**src/rtl/led_engine_mc.sv**
```systemverilog
// led_engine_mc: multi-channel LED pulse/blink engine.
//
// Each channel runs its own IDLE/ON/OFF sequencer. A channel can be a
// retriggerable one-shot, a counted burst, or a continuous blinker. All
// outputs are registered and are decoded from the next state, so no
// input reaches an output combinationally.
//
// Ports:
//   clk    - system clock, all logic on posedge
//   rst_n  - asynchronous active-low reset
//   trig   - per-channel start/retrigger (level, sampled every edge)
//   stop   - per-channel cancel, takes priority over trig
//   mode   - 2 bits per channel: 00 one-shot, 01 burst, 10 continuous,
//            11 behaves as one-shot; latched on trig
//   rep    - REPW bits per channel, burst pulse count (0 acts as 1);
//            latched on trig
//   led    - registered LED drive, polarity set by ACTIVE_LOW
//   busy   - channel is not idle
//   done   - one-cycle pulse when a sequence finishes on its own
module led_engine_mc #(
  parameter int          NCH        = 4,
  parameter int          CNTW       = 32,
  parameter int unsigned ON_CYC     = 12500000,
  parameter int unsigned OFF_CYC    = 12500000,
  parameter int          REPW       = 4,
  parameter bit          ACTIVE_LOW = 1'b1
) (
  input  logic                clk,
  input  logic                rst_n,
  input  logic [NCH-1:0]      trig,
  input  logic [NCH-1:0]      stop,
  input  logic [2*NCH-1:0]    mode,
  input  logic [REPW*NCH-1:0] rep,
  output logic [NCH-1:0]      led,
  output logic [NCH-1:0]      busy,
  output logic [NCH-1:0]      done
);

  typedef enum logic [1:0] {
    IDLE = 2'd0,
    ON   = 2'd1,
    OFF  = 2'd2
  } state_t;

  localparam logic [1:0]      MODE_BURST = 2'b01;
  localparam logic [1:0]      MODE_CONT  = 2'b10;
  localparam logic [CNTW-1:0] ON_LOAD    = CNTW'(ON_CYC - 1);
  localparam logic [CNTW-1:0] OFF_LOAD   = CNTW'(OFF_CYC - 1);
  localparam logic [CNTW-1:0] CNT_ONE    = CNTW'(1);
  localparam logic [REPW-1:0] REP_ONE    = REPW'(1);
  localparam logic            LED_ACT    = ~ACTIVE_LOW;
  localparam logic            LED_INACT  = ACTIVE_LOW;

  state_t          state  [NCH];
  logic [CNTW-1:0] cnt    [NCH];
  logic [REPW-1:0] left   [NCH];
  logic [1:0]      mode_q [NCH];

  always_ff @(posedge clk or negedge rst_n) begin
    if (!rst_n) begin
      led  <= {NCH{ACTIVE_LOW}};
      busy <= '0;
      done <= '0;
      for (int i = 0; i < NCH; i++) begin
        state[i]  <= IDLE;
        cnt[i]    <= '0;
        left[i]   <= '0;
        mode_q[i] <= '0;
      end
    end else begin
      for (int i = 0; i < NCH; i++) begin
        done[i] <= 1'b0;
        if (stop[i]) begin
          // Cancel silently; harmless when already idle.
          state[i] <= IDLE;
          led[i]   <= LED_INACT;
          busy[i]  <= 1'b0;
        end else if (trig[i]) begin
          // Trigger wins over a completion on the same edge, so done
          // stays low and the new ON phase starts at full length.
          state[i]  <= ON;
          cnt[i]    <= ON_LOAD;
          mode_q[i] <= mode[2*i +: 2];
          left[i]   <= (rep[REPW*i +: REPW] == '0) ? '0
                                                  : rep[REPW*i +: REPW] - REP_ONE;
          led[i]    <= LED_ACT;
          busy[i]   <= 1'b1;
        end else begin
          case (state[i])
            ON: begin
              if (cnt[i] != '0) begin
                cnt[i] <= cnt[i] - CNT_ONE;
              end else if (mode_q[i] == MODE_CONT ||
                           (mode_q[i] == MODE_BURST && left[i] != '0)) begin
                state[i] <= OFF;
                cnt[i]   <= OFF_LOAD;
                if (mode_q[i] == MODE_BURST) left[i] <= left[i] - REP_ONE;
                led[i]   <= LED_INACT;
              end else begin
                // One-shot, reserved mode, or last burst pulse.
                state[i] <= IDLE;
                led[i]   <= LED_INACT;
                busy[i]  <= 1'b0;
                done[i]  <= 1'b1;
              end
            end
            OFF: begin
              if (cnt[i] != '0) begin
                cnt[i] <= cnt[i] - CNT_ONE;
              end else begin
                state[i] <= ON;
                cnt[i]   <= ON_LOAD;
                led[i]   <= LED_ACT;
              end
            end
            default: begin
            end
          endcase
        end
      end
    end
  end

endmodule

```
**config.mk**
```make
export PLATFORM = sky130hd
export DESIGN_NAME = led_engine_mc
export DESIGN_NICKNAME = d
export VERILOG_FILES = /design/src/rtl/led_engine_mc.sv
export SDC_FILE = /design/constraint.sdc
export NUM_CORES = 1
export LEC_CHECK = 0
export CAP_MARGIN = 40
export CORE_UTILIZATION = 55
export DETAILED_ROUTE_END_ITERATION = 12
export PLACE_DENSITY = 0.8
export SYNTH_ARGS = -nofsm -noshare
export SYNTH_HDL_FRONTEND = slang
export SYNTH_SLANG_ARGS = --single-unit
```
**constraint.sdc**
```tcl
create_clock -name clk -period 3.09 [get_ports clk]
set_clock_uncertainty 0.1 [all_clocks]
set_input_delay 0.309 -clock clk [delete_from_list [all_inputs] [get_ports clk]]
set_output_delay 0.309 -clock clk [all_outputs]
set_load 0.01 [all_outputs]
```
==> impl_metrics.env <==
export IMPL_status="finished, final reports clean"
export IMPL_fillers=1474
export IMPL_setup_slack_ns=0.1642
export IMPL_ys_ff_latch=172
export IMPL_tns_ns=0
export IMPL_cp_num_buf_inv=1
export IMPL_fp_dieW_um=140.0
export IMPL_wl_mm=26.76
export IMPL_slew_violations=0
export IMPL_die_h_um=140.0
export IMPL_power_density_nw_per_um2=501.4
export IMPL_met1_usage_pct=38.37
export IMPL_synthDistinctLibCells=74
export IMPL_viasPerCell=6.767
export IMPL_clk_pin_slew_ns=0.07
export IMPL_grt_pass1_vias=9558
export IMPL_syn2layout_area_growth_pct=15.74
export IMPL_grt_antenna_before_repair=0
export IMPL_cp_slowest_cell="or4_4"
export IMPL_io_buffers=45
export IMPL_cts_inserted_buffers=17
export IMPL_fmax_mhz=341.8
export IMPL_relSlewSlack_pct=48.26
export IMPL_ys_seq_area_share_pct=41.15
export IMPL_yosys_area_top_type="dfrtp_1"
export IMPL_finalWeightedCongestion=0.8759
export IMPL_setup_viol=0
export IMPL_p_seq_share_pct=46.5
export IMPL_pre_cts_ws_ns=0.1735
export IMPL_synth_top_area_share_pct=40.14
export IMPL_syn_area_um2=10470
export IMPL_final_cells=1488
export IMPL_cts_root_buffer="clkbuf_16"
export IMPL_hold_path_class="primary input to flop"
export IMPL_max_cap_violations=0
export IMPL_grt_met3_usage_pct=4.547
export IMPL_wire_per_inst_um=17.98
export IMPL_dp_cells=1457
export IMPL_syn_inst=1174
export IMPL_ant_nets=0
export IMPL_htree_num_levels=4
export IMPL_rrSetupSlack_ns=0.16
export IMPL_placementRows=50
export IMPL_gr_total_overflow=0
export IMPL_diodes=0
export IMPL_grt_pass1_wl_mm=45.85
export IMPL_synth_area_leaders="dfrtp_1, o31ai_1, nor2_1, a31oi_1, nor3_1"
export IMPL_synth_warning_count=0
export IMPL_cts_tree="built"
export IMPL_via_count=10070
export IMPL_switching_share_pct=30.87
export IMPL_p_switching_mw=1.876
export IMPL_grt_max_degree=81
export IMPL_fp_dieArea_um2=19600
export IMPL_yosys_top_cells_count="dfrtp_1, nor2_1, nor3_1"
export IMPL_coreArea_um2=18710
export IMPL_drtIter0Drc=1030
export IMPL_drt_pass1_iterations=6
export IMPL_worstSkewPairLatency_ns=0.44
export IMPL_p_clk_share_pct=34.1
export IMPL_syn_nets=1224
export IMPL_grt_total_usage_pct=28.27
export IMPL_max_stage_delay_ns=0.58
export IMPL_p_leak_nw=4.798
export IMPL_crit_arrival_ns=3.15
export IMPL_vdd_drop_max_mv=0.4340
export IMPL_top_usage_layer="met2"
export IMPL_crit_type="flop to flop"
export IMPL_min_period_ns=2.926
export IMPL_end_kind="flop"
export IMPL_fin_hold_ws_ns=0.3796
export IMPL_start_kind="flop"
export IMPL_fin_crit_sh_pct=94.69
export IMPL_design_portCount=46
export IMPL_cts_sinks=172
export IMPL_path_delay_family="simple AND/OR/NAND/NOR gates"
export IMPL_initial_core_util_pct=55.99
export IMPL_asyncSetResetFlopFracSynth_pct=100.0
export IMPL_avgSynthCellArea_um2=8.920
export IMPL_worstMarginPinSlew_ns=0.7762
export IMPL_drive_gt1_share_pct=12.04
export IMPL_required_ns=3.32
export IMPL_synth_edf_count=0
export IMPL_synthMostInstantiatedCell="dfrtp_1"
export IMPL_rsz0062_at_grt="no"
export IMPL_cp_max_fo=42
export IMPL_drc_errors=0
export IMPL_worstPathCellList="or4_1 -> or4_4 -> o41a_1 -> buf_4 -> a41oi_1 -> o21ba_2"
export IMPL_clockBufferDepth=2
export IMPL_dp_hpwl_mm=17.88
export IMPL_internal_power_mw=4.201
export IMPL_synth_ff_type="dfrtp_1"
export IMPL_gr_usage_met2_pct=46.39
export IMPL_timing_hold_violations_final=0
export IMPL_post_cts_buffers=0
export IMPL_final_nets=1293
export IMPL_pwr_share_comb_pct=19.4
-- flip-flops by register name, indices dropped and copies added, names as in the netlist --
signal	cells
led	4
left	16
busy	4
cnt	128
done	4
state	8
mode_q	8
-- final cells by class --
class                      count  area [µm²]  share of cell area [%]
multi-input combinational    889        5766                   47.57
clock buffer                  24       491.7                   4.057
clock inverter                 6       62.56                  0.5162
timing repair buffer         112        1007                   8.310
sequential                   172        4309                   35.55
inverter                      51       191.4                   1.579
tap                          234       292.8                   2.416
-- layer usage --
layer	share of wire (%)	up-vias
met5	0	-
met4	1.5	0
met3	5.6	48
met2	48	370
met1	45	4906
li1	-	4746
-- placed cells by master (no fill, tap or decap), drive strengths merged, types with 51 or more instances in the layout --
cell / count
o21ai: 57
nand2: 57
dfrtp: 168
nor2: 99
buf: 67
a21oi: 53
o31ai: 62
inv: 51
a31oi: 53
nor3: 66
-- worst paths after layout --
| kind | start | cells after the start | end |
|---|---|---|---|
| setup / recovery | cnt[59] | 6 | cnt[63] |
| hold / removal | mode[2] | 2 | mode_q[4] |
| setup reg to reg | cnt[59] | 6 | cnt[63] |
| hold reg to reg | led[0] | 2 | led[0] |
| max in group asynchronous | rst_n | 3 | led[0] |
| min in group asynchronous | rst_n | 2 | cnt[60] |
-- metrics by stage --
step	utilization, %	power [mW]	instance area (µm²)
after global routing	64.80	6.373	12120
after CTS	64.71	6.078	12100
after global placement	61.65	3.946	11530
after floorplan	-	3.560	10470
final	64.80	6.077	12120
after detailed placement	61.69	4.007	11540
-- worst register-to-register path: cells and delay by family, from the launching register on --
kind | cells | cell delay [ns]
simple gates | 2 | 1.12
flops | 1 | 0.40
compound gates | 3 | 0.91
buf+inv | 1 | 0.29
-- cell families after synthesis --
logic type / Yosys count / share of synthesized area, %
xor gates and xnor gates: 5 / 0.4181
AOI/OAI and AO/OA: 374 / 25.52
DFF: 172 / 41.15
adders and majority gates: 16 / 1.912
buffers and inverters: 113 / 4.134
muxes: 14 / 1.446
and+or+nand+nor: 480 / 25.42
-- power groups by stage --
stage	Clock [mW]	Sequential, mW	Combinational (mW)
6_report	2.07	2.83	1.18
5_1_grt	2.19	2.87	1.32
4_1_cts	2.09	2.81	1.17
3_5_place_dp	0	2.84	1.16
3_3_place_gp	0	2.83	1.11
2_1_floorplan	0	2.77	0.787
-- timing repair --
| item | in CTS | in global routing |
|---|---|---|
| resized for setup | 0 | 2 |
| hold endpoints to repair | 75 | 0 |
| hold buffers | 1 | 0 |
| setup endpoints to repair | 0 | 1 |
Power figures use the tool's default switching activity.
